$ cat src/rtl/simeck_pkg.sv
// simeck_pkg: constants, FSM encoding and the Simeck mixing function shared
// by the key schedule and the round stage.
//   NUM_ROUNDS : round keys per key load
//   RC_CONST   : round constant C
//   LFSR_INIT  : seed of the z-sequence LFSR
//   state_t    : key schedule FSM states
//   f()        : (x & rotl(x,5)) ^ rotl(x,1)
package simeck_pkg;

   localparam int          NUM_ROUNDS = 32;
   localparam logic [15:0] RC_CONST   = 16'hFFFC;
   localparam logic [4:0]  LFSR_INIT  = 5'b11111;

   typedef enum logic [1:0] {IDLE, RUN, DONE} state_t;

   function automatic logic [15:0] f(input logic [15:0] x);
      return (x & {x[10:0], x[15:11]}) ^ {x[14:0], x[15]};
   endfunction

endpackage

$ cat src/rtl/simeck_key_schedule_if.sv
// simeck_key_schedule_if: request/round-key bus of the Simeck key schedule.
//   start, key       : load request and 64-bit master key (master -> slave)
//   rk_ready         : downstream accepts the round key (master -> slave)
//   rk_valid, rk     : round key and its qualifier (slave -> master)
//   rk_idx           : round index of rk (slave -> master)
//   busy, done       : schedule in progress / one-cycle completion pulse
interface simeck_key_schedule_if;

   logic        start;
   logic [63:0] key;
   logic        rk_ready;
   logic        rk_valid;
   logic [15:0] rk;
   logic [4:0]  rk_idx;
   logic        busy;
   logic        done;

   modport master (
      output start, key, rk_ready,
      input  rk_valid, rk, rk_idx, busy, done
   );

   modport slave (
      input  start, key, rk_ready,
      output rk_valid, rk, rk_idx, busy, done
   );

endinterface

$ cat src/rtl/simeck_lfsr5.sv
// simeck_lfsr5: 5-bit LFSR producing the z-sequence of the Simeck key schedule.
//   clk, rst : clock, asynchronous active-low reset
//   i_load   : reseed to LFSR_INIT
//   i_adv    : advance one step
//   o_z      : current sequence bit s[0]
module simeck_lfsr5
   import simeck_pkg::*;
(
   input  logic clk,
   input  logic rst,
   input  logic i_load,
   input  logic i_adv,
   output logic o_z
);

   logic [4:0] r_s;

   // x^5 + x^2 + 1 recurrence, shifted toward bit 0
   always_ff @(posedge clk or negedge rst)
      if (!rst)
         r_s <= LFSR_INIT;
      else if (i_load)
         r_s <= LFSR_INIT;
      else if (i_adv)
         r_s <= {r_s[2] ^ r_s[0], r_s[4:1]};

   assign o_z = r_s[0];

endmodule

$ cat src/rtl/simeck_key_schedule.sv
// simeck_key_schedule: Simeck32/64 key schedule emitting NUM_ROUNDS round keys
// per key load over a valid/ready handshake.
//   clk, rst : clock, asynchronous active-low reset
//   bus      : simeck_key_schedule_if.slave (start/key in, rk/rk_idx/rk_valid
//              out, rk_ready in, busy/done status out)
module simeck_key_schedule
   import simeck_pkg::*;
#(
   parameter int          NUM_ROUNDS = simeck_pkg::NUM_ROUNDS,
   parameter logic [15:0] RC_CONST   = simeck_pkg::RC_CONST
)(
   input logic                  clk,
   input logic                  rst,
   simeck_key_schedule_if.slave bus
);

   state_t           r_state;
   state_t           w_next;
   logic [3:0][15:0] r_w;
   logic [4:0]       r_idx;
   logic             w_load;
   logic             w_hs;
   logic             w_last;
   logic             w_z;

   assign w_load = (r_state == IDLE) && bus.start;
   assign w_hs   = (r_state == RUN) && bus.rk_ready;
   assign w_last = r_idx == 5'(NUM_ROUNDS - 1);

   always_comb begin
      w_next = r_state;
      case (r_state)
         IDLE:    w_next = bus.start ? RUN : IDLE;
         RUN:     w_next = (w_hs && w_last) ? DONE : RUN;
         DONE:    w_next = IDLE;
         default: w_next = IDLE;
      endcase
   end

   always_ff @(posedge clk or negedge rst)
      if (!rst)
         r_state <= IDLE;
      else
         r_state <= w_next;

   // Word window W0..W3 is a packed array so the key loads with W0 = key[15:0]
   always_ff @(posedge clk or negedge rst)
      if (!rst) begin
         r_w   <= '0;
         r_idx <= '0;
      end else if (w_load) begin
         r_w   <= bus.key;
         r_idx <= '0;
      end else if (w_hs) begin
         r_w   <= {r_w[0] ^ f(r_w[1]) ^ RC_CONST ^ {15'b0, w_z}, r_w[3:1]};
         r_idx <= r_idx + 5'd1;
      end

   simeck_lfsr5 u_lfsr (
      .clk    (clk),
      .rst    (rst),
      .i_load (w_load),
      .i_adv  (w_hs),
      .o_z    (w_z)
   );

   assign bus.rk_valid = r_state == RUN;
   assign bus.rk       = r_w[0];
   assign bus.rk_idx   = r_idx;
   assign bus.busy     = r_state == RUN;
   assign bus.done     = r_state == DONE;

endmodule

$ cat src/flat_wrapper.sv
// flat-port wrapper written by rule: the top's interface ports become plain ports
module simeck_key_schedule_flat import simeck_pkg::*;
#(
   parameter int          NUM_ROUNDS = simeck_pkg::NUM_ROUNDS,
   parameter logic [15:0] RC_CONST   = simeck_pkg::RC_CONST
)
  (clk, rst, bus_start, bus_key, bus_rk_ready, bus_rk_valid, bus_rk, bus_rk_idx, bus_busy, bus_done);
  simeck_key_schedule_if bus_i ();
  input logic clk;
  input logic rst;
  input wire logic [$bits(bus_i.start)-1:0] bus_start;
  input wire logic [$bits(bus_i.key)-1:0] bus_key;
  input wire logic [$bits(bus_i.rk_ready)-1:0] bus_rk_ready;
  output wire logic [$bits(bus_i.rk_valid)-1:0] bus_rk_valid;
  output wire logic [$bits(bus_i.rk)-1:0] bus_rk;
  output wire logic [$bits(bus_i.rk_idx)-1:0] bus_rk_idx;
  output wire logic [$bits(bus_i.busy)-1:0] bus_busy;
  output wire logic [$bits(bus_i.done)-1:0] bus_done;
  assign bus_i.start = bus_start;
  assign bus_i.key = bus_key;
  assign bus_i.rk_ready = bus_rk_ready;
  assign bus_rk_valid = bus_i.rk_valid;
  assign bus_rk = bus_i.rk;
  assign bus_rk_idx = bus_i.rk_idx;
  assign bus_busy = bus_i.busy;
  assign bus_done = bus_i.done;
  simeck_key_schedule #(.NUM_ROUNDS(NUM_ROUNDS), .RC_CONST(RC_CONST)) u_core (.clk(clk), .rst(rst), .bus(bus_i));
endmodule
$ cat config.mk
export PLATFORM = sky130hd
export DESIGN_NAME = simeck_key_schedule_flat
export DESIGN_NICKNAME = d
export VERILOG_FILES = /design/src/rtl/simeck_pkg.sv /design/src/rtl/simeck_key_schedule_if.sv /design/src/rtl/simeck_lfsr5.sv /design/src/rtl/simeck_key_schedule.sv /design/src/flat_wrapper.sv
export SDC_FILE = /design/constraint.sdc
export NUM_CORES = 1
export LEC_CHECK = 0
export BUFFER_PORTS_ARGS = -buffer_cell sky130_fd_sc_hd__buf_2
export CAP_MARGIN = 25
export CORE_ASPECT_RATIO = 0.6
export CORE_MARGIN = 2
export CORE_UTILIZATION = 60
export CTS_BUF_LIST = sky130_fd_sc_hd__clkbuf_4 sky130_fd_sc_hd__clkbuf_8
export CTS_CLUSTER_DIAMETER = 120
export DETAILED_ROUTE_END_ITERATION = 12
export GPL_ROUTABILITY_DRIVEN = 0
export PLACE_DENSITY = 0.95
export RECOVER_POWER = 25
export REMOVE_ABC_BUFFERS = 1
export SLEW_MARGIN = 0
export SYNTH_ARGS = -nofsm -noshare
export SYNTH_HDL_FRONTEND = slang
export SYNTH_SLANG_ARGS = --single-unit
$ cat constraint.sdc
create_clock -name clk -period 3.05 [get_ports clk]
set_input_delay 0.4575 -clock clk [delete_from_list [all_inputs] [get_ports clk]]
set_output_delay 0.4575 -clock clk [all_outputs]
set_load 0.05 [all_outputs]
==> impl_metrics.tcl, run 1 <==
set metrics [dict create \
    status "finished with violations" \
    violations "capacitance limit, slew limit" \
    area_delta_synth_final_pct 13.4 \
    io_buffers 91 \
    clkLatencyLatePin_ns 0.36 \
    ioPinCount 92 \
    cts_hold_buf 0 \
    cts_tree "built" \
    core_um2 6250 \
    path_class "reg2reg" \
    firstDrtPassIters 5 \
    p_leak_uw 0.00213 \
    cp-start-kind "flop" \
    antenna_found_initial 0 \
    via_per_inst 5.57 \
    die_h_um 67.0 \
    fillers 447 \
    worst_pin_slew_ns 1.85 \
    crit_chain "and3b_2 > buf_4 > nand2_1 > a31oi_1" \
    ir_drop_v 0.000600 \
    clk_pin_slew_ns 0.08 \
    diodes 0 \
    avgSynthCellArea_um2 8.78 \
    cp_data_required_time_ns 3.32 \
    synthDistinctLibCells 27 \
    final_cell_mix "nand2_1, buf_2, dfrtp_1" \
    fin_tns_setup_ns 0 \
    synth_ff_type "dfrtp_1" \
    cts_buffers 9 \
    maxCapViolCount 1 \
    drv_slew 77 \
    stdcell_area_um2 4500 \
    crit_family "simple AND/OR/NAND/NOR gates" \
    grt.overflow.total 0 \
    netlist_instances 452 \
    cp_max_fo 44 \
    ys_async_sr_fraction_pct 100 \
    fin_crit_ns 2.01 \
    fin_util_pct 72.0 \
    skew_ns 0.00951 \
    grt_usage_pct 28.1 \
    post_cts_buffers 0 \
    fmax_ghz 0.497 \
    synth-seq-cells 76 \
    htreeDepth 3 \
    cp_data_arrival_time_ns 2.28 \
    dpl.hpwl_um 6170 \
    grt_pass1_vias 3167 \
    drt_iter0_drc 338 \
    cp_slowest_cell "and3b_2" \
    netlist_area_um2 3970 \
    die_area_um2 7300 \
    power_density_nw_per_um2 958 \
    whs_ns 0.308 \
    place_area_um2 4250 \
    rsz0062_at_grt "false" \
    seqCellArea_um2 1910 \
    via_count 3372 \
    setup_violations 0 \
    synth_seq_area_share_pct 48.1 \
    initial_utilization_pct 63.5 \
    ctsLongestPathBuffers 2 \
    nets 586 \
    ys_warn_count 0 \
    fin_crit_sh_pct 65.9 \
    wirelength_um 9270 \
    grt_max_degree 77 \
    mostFrequentLayoutCell "nand2_1" \
    die_w_um 109 \
    totalPowerFinal_uw 4310 \
    root_buffer "clkbuf_8" \
    multi_input_area_um2 1740 \
    rows 22 \
    end_kind "flop" \
    synth-edff-count 0 \
    antenna_left 0 \
    cts.sinks 76 \
    cpPeakStageDelay_ns 0.83 \
    post_drt_wl_per_cell_um 15.3 \
    cts_resized 0 \
    critPathBufInv 1 \
    grt_pass1_wl_um 15200 \
    drcViolationCount 0 \
    relSlewSlack_pct -23.0 \
    finalHoldViolations 0 \
    final_layout_size_suffix_gt1_share_pct 25.9 \
    hold_class "in2reg" \
]
==> routing by layer <==
metal  up-vias  GRT usage [%]  wire length, um
li1       1597              -                -
met1      1599           39.2             4160
met2       162           42.8             4190
met3        14           8.41              827
met4         0           7.37               94
met5         -              0                0
==> registers in the layout, summed over array words and instances (netlist names) <==
name / count
u_core.r_w: 48
u_core.bus.rk: 16
u_core.bus.rk_idx: 5
u_core.u_lfsr.r_s: 5
u_core.r_state: 2
==> final timing paths <==
| kind | startpoint | to | slack, ns | cells after the start |
|---|---|---|---|---|
| worst max-delay path | u_core.r_state[1] | u_core.r_w[16] | 1.04 | 4 |
| worst min-delay path | bus_key[4] | u_core.bus.rk[4] | 0.31 | 3 |
| worst max register to register | u_core.r_state[1] | u_core.r_w[16] | 1.04 | 4 |
| worst min register to register | u_core.u_lfsr.r_s[4] | u_core.u_lfsr.r_s[3] | 0.48 | 2 |
| max in group asynchronous | rst | u_core.r_w[27] | 1.35 | 1 |
| min in group asynchronous | rst | u_core.r_w[20] | 0.59 | 1 |
==> Yosys cell counts, types with 5 or more instances <==
cell type | number | share of area (%)
nand2_1 | 146 | 14
dfrtp_1 | 71 | 45
nor2_1 | 51 | 4.8
xnor2_1 | 33 | 7.3
a31oi_1 | 32 | 5.0
buf_4 | 28 | 5.3
o21ai_1 | 28 | 3.5
a22oi_2 | 10 | 3.2
a22oi_1 | 7 | 1.3
buf_6 | 7 | 2.0
clkbuf_1 | 6 | 0.57
dfstp_2 | 5 | 3.3
==> where the power goes <==
group / switching [uW] / leakage [uW] / internal, uW
Sequential: 399 / 0.000904 / 1420
Combinational: 968 / 0.00111 / 643
Clock: 373 / 0.000113 / 500
==> layout make-up <==
cell class / count / area share [%]
tap: 84 / 2.34
timing repair buffer: 98 / 11.6
clock buffer: 12 / 3.39
clock inverter: 4 / 1.61
sequential: 76 / 42.4
multi-input combinational: 331 / 38.6
==> through the flow <==
| stage | cells | setup WS [ns] |
|---|---|---|
| floorplan | 407 | 0.211 |
| global placement | 588 | 1.08 |
| detailed placement | 588 | 0.995 |
| CTS | 604 | 1.06 |
| global route | 605 | 0.897 |
| finish | 605 | 1.04 |
==> worst min-delay path: stages <==
cell and delay (ns):
buf_2 0.09, a22oi_2 0.05, nand2_1 0.05
==> kinds of logic after synthesis <==
family | after synthesis | share of synthesized area [%]
AO/OA/AOI/OAI | 83 | 13.9
XOR/XNOR | 37 | 8.17
buffers and inverters | 45 | 8.36
flip-flops | 76 | 48.1
AND/OR/NAND/NOR | 209 | 20.9
adder cells (fa/ha/maj) | 2 | 0.631
No activity file was read; power rests on OpenSTA's default activity.
==> run 2: changes to the inputs <==
--- a/config.mk
+++ b/config.mk
@@ -5,16 +5,17 @@
 export SDC_FILE = /design/constraint.sdc
 export NUM_CORES = 1
 export LEC_CHECK = 0
+export ABC_AREA = 1
 export BUFFER_PORTS_ARGS = -buffer_cell sky130_fd_sc_hd__buf_2
 export CAP_MARGIN = 25
 export CORE_ASPECT_RATIO = 0.6
 export CORE_MARGIN = 2
-export CORE_UTILIZATION = 60
+export CORE_UTILIZATION = 51
 export CTS_BUF_LIST = sky130_fd_sc_hd__clkbuf_4 sky130_fd_sc_hd__clkbuf_8
 export CTS_CLUSTER_DIAMETER = 120
 export DETAILED_ROUTE_END_ITERATION = 12
 export GPL_ROUTABILITY_DRIVEN = 0
-export PLACE_DENSITY = 0.95
+export PLACE_DENSITY = 0.88
 export RECOVER_POWER = 25
 export REMOVE_ABC_BUFFERS = 1
 export SLEW_MARGIN = 0
==> constraint.sdc (replaced) <==
create_clock -name clk -period 1.7 [get_ports clk]
set_input_delay 0.255 -clock clk [delete_from_list [all_inputs] [get_ports clk]]
set_output_delay 0.255 -clock clk [all_outputs]
set_load 0.05 [all_outputs]
==> run 2 against run 1 <==
- the run now ends clean
- synthesized cell count is 30% higher
- fmax is 32% higher
- count of clock-buffer cells in the layout is 1 higher
- sequential power is 100% higher
- routed wire length is 17% higher
- die area is 26% higher
- combinational power grew to 2.6 times the previous value
==> impl_metrics.tcl, run 2 <==
set metrics [dict create \
    worst_pin_slew_ns 0.641 \
    htreeDepth 3 \
    multi_input_area_um2 1780 \
    die_h_um 75.0 \
    status "complete, no violations" \
    drv_slew 0 \
    path_class "reg2reg" \
    p_int_uw 4980 \
    ctsLongestPathBuffers 2 \
    post_drt_wl_per_cell_um 14.3 \
    yosys-top-cells-count "nand2_1, dfrtp_1, inv_1, nor2_1, a21oi_1" \
    cp_data_required_time_ns 2.01 \
    synth_top_area_share_pct 41.5 \
    mostFrequentLayoutCell "nand2_1" \
    dp.cells 737 \
    avgSynthCellArea_um2 7.30 \
    r2r_end "u_core.r_w[53]" \
    hp-start "bus_key[10]" \
    hold_class "in2reg" \
    maxCapViolCount 0 \
    drcViolationCount 0 \
    final_layout_size_suffix_gt1_share_pct 20.0 \
    top_register "u_core.r_w" \
    yosysMostFrequentCell "nand2_1" \
    dpl.hpwl_um 7270 \
    grt.overflow.total 0 \
    switching_share_pct 47.1 \
    ys_warn_count 0 \
    die_area_um2 9170 \
    seqCellArea_um2 1910 \
    ys_top_cells_by_area "dfrtp_1, nand2_1, inv_1" \
    final_cell_mix "nand2_1, buf_2, dfrtp_1" \
    p_leak_uw 0.00256 \
    ioPinCount 92 \
    reg2reg_slack_ns 0.17 \
    antenna_found_initial 0 \
    fin_tns_setup_ns 0 \
    cp-start-kind "flop" \
    rsz0062_at_grt "false" \
    ir_drop_v 0.00134 \
    fin_crit_sh_pct 89.7 \
    fillers 733 \
    ys_async_sr_fraction_pct 100 \
    relSlewSlack_pct 57.3 \
    die_w_um 122 \
    grt_pass1_wl_um 17200 \
    synth_top_cell_by_area "dfrtp_1" \
    fin_util_pct 60.4 \
    synth_seq_area_share_pct 44.5 \
    via_count 4066 \
    largest_register_ffs 48 \
    grt_max_degree 54 \
    p_switching_uw 4440 \
    pwr-share-clk_pct 16.5 \
    synth_ff_type "dfrtp_1" \
    layout.cells.non_filler 754 \
    clk_pin_slew_ns 0.08 \
    timing.rr.start "u_core.r_state[1]" \
    post_cts_buffers 0 \
    fmax_ghz 0.656 \
    worstHoldEndpoint "u_core.bus.rk[10]" \
    cts_buffers 9 \
    initial_utilization_pct 53.5 \
    synth-seq-cells 76 \
    diodes 0 \
    netlist_instances 587 \
    fin_crit_ns 1.53 \
    holdPathStages 3 \
    p_comb_share_pct 44.6 \
    setup_violations 0 \
    area_delta_synth_final_pct 12.9 \
    grt_usage_pct 24.6 \
    drt_iter0_drc 336 \
    antenna_left 0 \
    cp_data_arrival_time_ns 1.83 \
    root_buffer "clkbuf_8" \
    io_buffers 91 \
    synthDistinctLibCells 27 \
    cts.sinks 76 \
    reg2reg_depth 8 \
    power_density_nw_per_um2 1950 \
    core_um2 8010 \
    cts_tree "built" \
    via_per_inst 5.39 \
    synth-edff-count 0 \
    rows 25 \
    firstDrtPassIters 6 \
    end_kind "flop" \
    finalHoldViolations 0 \
    cp_max_fo 35 \
    seqPwrFrac_pct 38.9 \
    skew_ns 0.00894 \
    grt_pass1_vias 3749 \
    clkLatencyLatePin_ns 0.37 \
    wirelength_um 10800 \
    netlist_area_um2 4280 \
    nets 711 \
]
-- run 2: cell types whose count changed after synthesis, sizes merged, moves of 17 or more --
cell	previous run	this run
nand2	146	216
a21oi	4	31
nand3	4	27
o21ai	29	48
xnor2	33	0
inv	0	57
a22oi	17	0
a31oi	32	0
-- run 2: cells by family (layout without fill, tap and decap cells) --
group | Yosys count | after routing | share of synthesized area [%]
buffers and inverters | 114 | 173 | 13.8
adders and majority gates | 2 | 2 | 0.584
AOI/OAI and AO/OA | 98 | 98 | 12.5
and+or+nand+nor | 295 | 295 | 28.1
xor gates and xnor gates | 2 | 2 | 0.409
DFF | 76 | 76 | 44.5
-- run 2: routing by layer --
| layer | part of all wire (%) | track usage [%] |
|---|---|---|
| met5 | 0 | 0 |
| met4 | 1.3 | 7.79 |
| met3 | 9.5 | 6.97 |
| met2 | 46 | 40.0 |
| met1 | 44 | 32.4 |
-- run 2: cell type report --
| type | instances | share of cell area, % |
|---|---|---|
| Clock buffer | 13 | 3.18 |
| Tap cell | 108 | 2.79 |
| Sequential cell | 76 | 39.5 |
| Inverter | 57 | 4.63 |
| Timing Repair Buffer | 100 | 11.7 |
| Multi-Input combinational cell | 397 | 36.9 |
| Clock inverter | 3 | 1.35 |
-- run 2: worst max-delay path by stage --
stage	from	to	slack, ns	depth (start not counted)
6_report	u_core.r_state[1]	u_core.r_w[53]	0.17	8
3_5_place_dp	u_core.r_state[1]	u_core.r_w[45]	0.07	6
3_3_place_gp	u_core.r_state[1]	u_core.bus.rk[1]	0.18	6
5_1_grt	u_core.r_state[1]	u_core.r_w[61]	0.09	8
4_1_cts	u_core.r_state[1]	u_core.r_w[45]	0.06	6
2_1_floorplan	u_core.r_state[0]	bus_busy	-0.25	2
-- run 2: timing repair --
| action | 4_1_cts | 5_1_grt |
|---|---|---|
| hold buffers | 1 | 0 |
| endpoints found under the setup margin | 0 | 36 |
| resized for setup | 0 | 3 |
| hold endpoints to repair | 18 | 0 |
-- run 2: stage by stage --
| step | hold slack (ns) | power (uW) | setup slack, ns | area, um2 |
|---|---|---|---|---|
| floorplan | -0.0406 | 6570 | -0.246 | 3910 |
| global placement | 0.168 | 7580 | 0.185 | 4600 |
| detailed placement | 0.178 | 7840 | 0.0670 | 4600 |
| CTS | 0.103 | 9410 | 0.0609 | 4830 |
| global route | 0.122 | 10100 | 0.0921 | 4840 |
| finish | 0.110 | 9430 | 0.175 | 4840 |
-- run 2: worst max-delay path: stages (launching register included) --
cell	delay, ns
dfrtp_1	0.41
inv_2	0.11
nand3_2	0.17
nand2_4	0.14
buf_6	0.28
o21ai_0	0.16
inv_1	0.09
nand2_1	0.05
nand2_1	0.05
-- run 2: power by group through the flow --
stage	combinational (uW)	clock, uW	sequential, uW
floorplan	2300	0	4270
global placement	3980	0	3600
detailed placement	4180	0	3660
CTS	4200	1580	3630
global route	4690	1660	3780
finish	4200	1550	3670
